--- config.mk ---
export PLATFORM = sky130hd
export DESIGN_NAME = overture_cpu
export DESIGN_NICKNAME = d
export VERILOG_FILES = /design/src/rtl/overture_pkg.sv /design/src/rtl/overture_alu.sv /design/src/rtl/overture_cpu.sv
export SDC_FILE = /design/constraint.sdc
export NUM_CORES = 1
export LEC_CHECK = 0
export ABC_AREA = 1
export BUFFER_PORTS_ARGS = -buffer_cell sky130_fd_sc_hd__buf_2
export CAP_MARGIN = 20
export CORE_AREA = 2 2 104 106
export DETAILED_ROUTE_END_ITERATION = 7
export DIE_AREA = 0 0 106 108
export PLACE_DENSITY = 0.57
export SYNTH_ARGS = -nofsm -noshare
export SYNTH_HDL_FRONTEND = slang
export SYNTH_SLANG_ARGS = --single-unit
--- constraint.sdc ---
create_clock -name clk -period 2.6 [get_ports clk]
set_input_delay 0.13 -clock clk [delete_from_list [all_inputs] [get_ports clk]]
set_output_delay 0.13 -clock clk [all_outputs]
set_load 0.02 [all_outputs]
--- src/rtl/overture_pkg.sv ---
// Shared types and constants for the overture_cpu 8-bit accumulator core.
package overture_pkg;

  typedef enum logic [1:0] {
    OP_IMM  = 2'b00,
    OP_CALC = 2'b01,
    OP_COPY = 2'b10,
    OP_JUMP = 2'b11
  } opcode_t;

  typedef enum logic [2:0] {
    ALU_OR    = 3'd0,
    ALU_NAND  = 3'd1,
    ALU_NOR   = 3'd2,
    ALU_AND   = 3'd3,
    ALU_ADD   = 3'd4,
    ALU_SUB   = 3'd5,
    ALU_ZERO6 = 3'd6,
    ALU_ZERO7 = 3'd7
  } alu_op_t;

  typedef enum logic [2:0] {
    C_NEVER  = 3'd0,
    C_EQZ    = 3'd1,
    C_LTZ    = 3'd2,
    C_LEZ    = 3'd3,
    C_ALWAYS = 3'd4,
    C_NEZ    = 3'd5,
    C_GEZ    = 3'd6,
    C_GTZ    = 3'd7
  } cond_t;

  localparam logic [2:0] IO_REG   = 3'd6;
  localparam logic [2:0] ZERO_REG = 3'd7;

endpackage

--- src/rtl/overture_alu.sv ---
// Combinational ALU (r1 op r2) and jump-condition evaluator on signed r3.
module overture_alu
  import overture_pkg::*;
(
  input  logic [7:0] a_i,
  input  logic [7:0] b_i,
  input  alu_op_t    op_i,
  output logic [7:0] result_o,
  input  logic [7:0] cond_val_i,
  input  cond_t      cond_i,
  output logic       taken_o
);

  logic neg;
  logic zero;

  assign neg  = cond_val_i[7];
  assign zero = (cond_val_i == 8'h00);

  always_comb begin
    result_o = 8'h00;
    case (op_i)
      ALU_OR:   result_o = a_i | b_i;
      ALU_NAND: result_o = ~(a_i & b_i);
      ALU_NOR:  result_o = ~(a_i | b_i);
      ALU_AND:  result_o = a_i & b_i;
      ALU_ADD:  result_o = a_i + b_i;
      ALU_SUB:  result_o = a_i - b_i;
      default:  result_o = 8'h00;
    endcase
  end

  always_comb begin
    taken_o = 1'b0;
    case (cond_i)
      C_NEVER:  taken_o = 1'b0;
      C_EQZ:    taken_o = zero;
      C_LTZ:    taken_o = neg;
      C_LEZ:    taken_o = neg | zero;
      C_ALWAYS: taken_o = 1'b1;
      C_NEZ:    taken_o = ~zero;
      C_GEZ:    taken_o = ~neg;
      C_GTZ:    taken_o = ~neg & ~zero;
      default:  taken_o = 1'b0;
    endcase
  end

endmodule

--- src/rtl/overture_cpu.sv ---
// overture_cpu: one-instruction-per-clock core fed by a combinational ROM.
// Define OVERTURE_IO_EN to turn register 6 into the in/out I/O port.
module overture_cpu
  import overture_pkg::*;
(
  input  logic       clk,
  input  logic       reset,
  output logic [7:0] address,
  input  logic [7:0] dataout,
  input  logic [7:0] in_data,
  input  logic       in_valid,
  output logic       in_ready,
  output logic [7:0] out_data,
  output logic       out_valid,
  output logic [7:0] reg3
);

  logic [7:0] pc_q, pc_d;
  logic [7:0] regs_q [0:6];
  logic [7:0] regs_d [0:6];

  opcode_t    opcode;
  logic [2:0] src;
  logic [2:0] dst;
  logic [7:0] src_val;
  logic [7:0] alu_result;
  logic       taken;
  logic       stall;
  logic       dst_is_reg;

  assign opcode  = opcode_t'(dataout[7:6]);
  assign src     = dataout[5:3];
  assign dst     = dataout[2:0];
  assign address = pc_q;
  assign reg3    = regs_q[3];

  overture_alu u_alu (
    .a_i        (regs_q[1]),
    .b_i        (regs_q[2]),
    .op_i       (alu_op_t'(dataout[2:0])),
    .result_o   (alu_result),
    .cond_val_i (regs_q[3]),
    .cond_i     (cond_t'(dataout[2:0])),
    .taken_o    (taken)
  );

`ifdef OVERTURE_IO_EN
  // Input side: in_valid says in_data holds a byte; in_ready is high only in a
  // cycle where a COPY from r6 consumes it, so the transfer occurs on the edge
  // where both are high. Without in_valid that COPY stalls the whole core.
  // Output side: out_valid is a one-cycle pulse with no back-pressure.
  logic       io_read;
  logic       io_write;
  logic [7:0] out_data_q;
  logic       out_valid_q;

  assign io_read    = (opcode == OP_COPY) && (src == IO_REG);
  assign stall      = io_read && !in_valid;
  assign in_ready   = io_read && in_valid && !reset;
  assign io_write   = (opcode == OP_COPY) && (dst == IO_REG) && !stall;
  assign dst_is_reg = (dst != ZERO_REG) && (dst != IO_REG);

  always_ff @(posedge clk) begin
    if (reset) begin
      out_data_q  <= 8'h00;
      out_valid_q <= 1'b0;
    end else begin
      out_valid_q <= io_write;
      if (io_write) out_data_q <= src_val;
    end
  end

  assign out_data  = out_data_q;
  assign out_valid = out_valid_q;
`else
  logic unused_io;

  assign unused_io  = ^{in_data, in_valid};
  assign stall      = 1'b0;
  assign in_ready   = 1'b0;
  assign out_data   = 8'h00;
  assign out_valid  = 1'b0;
  assign dst_is_reg = (dst != ZERO_REG);
`endif

  always_comb begin
    src_val = 8'h00;
    if (src != ZERO_REG) src_val = regs_q[src];
`ifdef OVERTURE_IO_EN
    if (src == IO_REG) src_val = in_data;
`endif
  end

  always_comb begin
    pc_d   = pc_q;
    regs_d = regs_q;
    if (!stall) begin
      pc_d = pc_q + 8'd1;
      case (opcode)
        OP_IMM:  regs_d[0] = {2'b00, dataout[5:0]};
        OP_CALC: regs_d[3] = alu_result;
        OP_COPY: if (dst_is_reg) regs_d[dst] = src_val;
        OP_JUMP: if (taken) pc_d = regs_q[0];
        default: pc_d = pc_q + 8'd1;
      endcase
    end
  end

  always_ff @(posedge clk) begin
    if (reset) begin
      pc_q <= 8'h00;
      for (int i = 0; i < 7; i++) regs_q[i] <= 8'h00;
    end else begin
      pc_q   <= pc_d;
      regs_q <= regs_d;
    end
  end

endmodule
==> impl_metrics.py <==
metrics = {
    "floorplanning": {
        "io_pins": 45,
        "core_area_um2": 10200,
        "start_util_pct": 39.1,
        "dieArea_um2": 11400,
        "fp-row-count": 37,
        "dieHeight_um": 108,
        "die_w_um": 106,
    },
    "timing": {
        "whs_ns": 0.160,
        "relSlewSlack_pct": 44.0,
        "hold_viol": 0,
        "tightest_slew_ns": 0.834,
        "rsz0062_at_grt": "no",
        "slew_viol_final": 0,
        "fin_ws_ns": 0.287,
        "finClkSkew_ns": 0.0128,
        "finalSetupViolCount": 0,
        "period_needed_ns": 2.31,
        "setup_tns_ns": 0,
        "fmaxAchievable_mhz": 432,
        "post-route-period-util_pct": 89.0,
    },
    "pwr": {
        "ir_drop_mv": 0.252,
        "power.total_mw": 2.35,
        "p_leak_nw": 1.88,
        "powerDensity_nw_per_um2": 539,
    },
    "cts": {
        "clk_latency_ns": 0.35,
        "cts.sinks": 64,
        "tritoncts": "yes",
        "cts-root-buf": "clkbuf_8",
        "clk_pin_slew_ns": 0.08,
        "cts_inserted_buffers": 9,
        "htreeDepth": 3,
        "clockBufferDepth": 2,
    },
    "synth": {
        "synth_cells": 591,
        "ys_ff_latch": 64,
        "synth_edf_count": 0,
        "synth_warnings": 0,
        "syn_area_per_cell_um2": 6.77,
        "ys_seq_area_share_pct": 32.0,
        "synth_cell_types": 40,
        "synth_area_um2": 4000,
        "synth_ff_type": "dfxtp_1",
        "synthArstFlopShare_pct": 0,
    },
    "global_routing": {
        "grt_use_total_pct": 22.1,
        "overflow": 0,
        "grt_max_degree": 41,
        "first_global_vias": 3699,
        "grt_pass1_wl_mm": 19.6,
        "antenna_found_initial": 0,
    },
    "critical_path": {
        "path_max_fanout": 4,
        "worst_path_largest_cell_delay_ns": 0.32,
        "crit_top_cell": "nand2_1",
        "cp-end-kind": "flip-flop",
        "slowest_stage": "dfxtp_1",
        "path_buf_inv": 6,
        "cp.depth": 20,
        "reg2regPathDepth": 20,
        "worstPathRequired_ns": 2.89,
        "worstSetupPathType": "reg2reg",
        "critical_path_arrival_ns": 2.61,
        "path_delay_family": "simple AND/OR/NAND/NOR gates",
        "cp_cell_sequence": "inv_2 -> ha_1 -> inv_1 -> nor3_1 -> inv_1 -> o31ai_2 -> xor2_1 -> inv_1 -> ha_4 -> nand2_1 -> inv_1 -> nand2_1 -> nand2_1 -> a21oi_2 -> inv_1 -> nand2_1 -> nand3_1 -> nand2_1 -> nand2_1 -> a21oi_1",
        "crit_path_start_kind": "flip-flop",
    },
    "place": {
        "place_ws_ns": 0.143,
        "gp_congestion": 0.956,
        "port_buffers": 25,
        "dp_hpwl_mm": 8.91,
    },
    "finish": {
        "layout-drive-gt1-share_pct": 12.8,
        "areaGrowthSynthToFinish_pct": 9.10,
        "diodes": 0,
        "nFillCells": 1092,
        "nets": 635,
    },
    "route": {
        "totalWireLength_mm": 12.1,
        "ant_nets": 0,
        "dr.pass1.iters": 5,
        "drc": 0,
        "drt_iter0_drc": 282,
        "wl_per_cell_um": 16.3,
        "vias": 4017,
        "vias_per_cell": 5.39,
    },
    "outcome": {
        "status": "finished, final reports clean",
    },
    "hold_path": {
        "hold_class": "in2reg",
        "holdPathStages": 3,
    },
    "flow_run": {
        "drv_cap": 0,
    },
}
## kinds of logic after synthesis
logic type / synth area share, %
simple gates: 23.2
compound gates: 26.5
buf+inv: 11.8
flops: 32.0
fa+ha+maj: 3.94
xor+xnor: 2.41
other cells: 0.0937
## cells in the mapped netlist, types with 2 or more instances
| cell type | number | share of area (%) |
|---|---|---|
| nand2_1 | 90 | 8.4 |
| o21ai_0 | 89 | 11 |
| a21oi_1 | 81 | 10 |
| dfxtp_1 | 64 | 32 |
| inv_1 | 51 | 4.8 |
| nor2_1 | 51 | 4.8 |
| nand3_1 | 28 | 3.5 |
| buf_4 | 23 | 4.3 |
| ha_1 | 11 | 3.4 |
| clkbuf_1 | 9 | 0.84 |
| nor3_1 | 9 | 1.1 |
| xor2_1 | 9 | 2.0 |
| buf_2 | 8 | 1.0 |
| o211ai_1 | 8 | 1.5 |
| inv_2 | 7 | 0.66 |
| nand4_1 | 6 | 0.94 |
| nor2_2 | 5 | 0.78 |
| o21ai_1 | 5 | 0.63 |
| nand2_2 | 4 | 0.63 |
| nor2_4 | 4 | 1.1 |
| a22oi_1 | 3 | 0.56 |
| nand3b_1 | 3 | 0.56 |
| a211oi_1 | 2 | 0.38 |
| a31oi_1 | 2 | 0.31 |
| o2111ai_1 | 2 | 0.44 |
| o31ai_1 | 2 | 0.38 |
| xnor2_1 | 2 | 0.44 |
## worst reg2reg max path, cell delays in order (launching register included)
cell and delay [ns]:
dfxtp_1 0.32, inv_2 0.07, ha_1 0.14, inv_1 0.05, nor3_1 0.13, inv_1 0.10, o31ai_2 0.21, xor2_1 0.17
inv_1 0.09, ha_4 0.23, nand2_1 0.07, inv_1 0.04, nand2_1 0.05, nand2_1 0.06, a21oi_2 0.13, inv_1 0.05
nand2_1 0.06, nand3_1 0.06, nand2_1 0.06, nand2_1 0.05, a21oi_1 0.13
## metrics by stage
step	area, um2	util [%]	std cells
floorplan	4040	-	600
global placement	4150	40.6	728
detailed placement	4150	40.6	728
CTS	4350	42.5	745
global route	4370	42.7	745
finish	4370	42.7	745
## layout by cell type, fill, tap and decap left out, types with 7 or more instances in the layout
cell type,synthesis,routed
inv_2,7,8
ha_1,11,10
o211ai_1,8,8
a21oi_1,81,80
o21ai_0,89,88
nor3_1,9,9
inv_1,51,50
buf_2,8,25
nor2_1,51,51
nand3_1,28,28
buf_4,23,7
nand2_1,90,90
conb_1,1,10
dfxtp_1,64,64
xor2_1,9,9
clkbuf_8,0,10
## repair_timing
action,CTS,global route
setup endpoints to repair,0,2
gates resized for setup,0,5
endpoints found under the hold margin,2,0
hold buffers,1,0
buffers inserted,0,0
## report_power, final
group          leakage [nW]  switching (mW)  internal [mW]
sequential            0.521          0.0403           1.02
combinational          1.27           0.328          0.151
clock                0.0926           0.437          0.375
total                  1.88           0.806           1.55
## per-layer routing
layer  track usage, %  share of wire (%)  up-vias
met4             6.95                2.2        0
met5                0                  0        -
met3             5.00                5.6       24
met2             34.3                 45      137
li1                 -                  -     1999
met1             30.7                 47     1857
## worst paths after layout
path / to / startpoint / slack (ns)
setup / recovery: reg3[7] / regs_q[32] / 0.29
setup reg to reg: reg3[7] / regs_q[32] / 0.29
hold / removal: regs_q[49] / dataout[1] / 0.16
hold reg to reg: regs_q[54] / regs_q[54] / 0.49
## state kept, by name (all words and copies together) (netlist names)
name / cells
regs_q: 48
address: 8
reg3: 8
## cell type report
| cell class | instances | area (um2) | share of cell area [%] |
|---|---|---|---|
| sequential | 64 | 1280 | 29.3 |
| clock buffer | 10 | 138 | 3.15 |
| multi-input combinational | 436 | 2300 | 52.8 |
| timing repair buffer | 34 | 208 | 4.76 |
| inverter | 59 | 221 | 5.07 |
| clock inverter | 6 | 43.8 | 1.00 |
| tap | 136 | 170 | 3.90 |
Power figures use the tool's default switching activity.
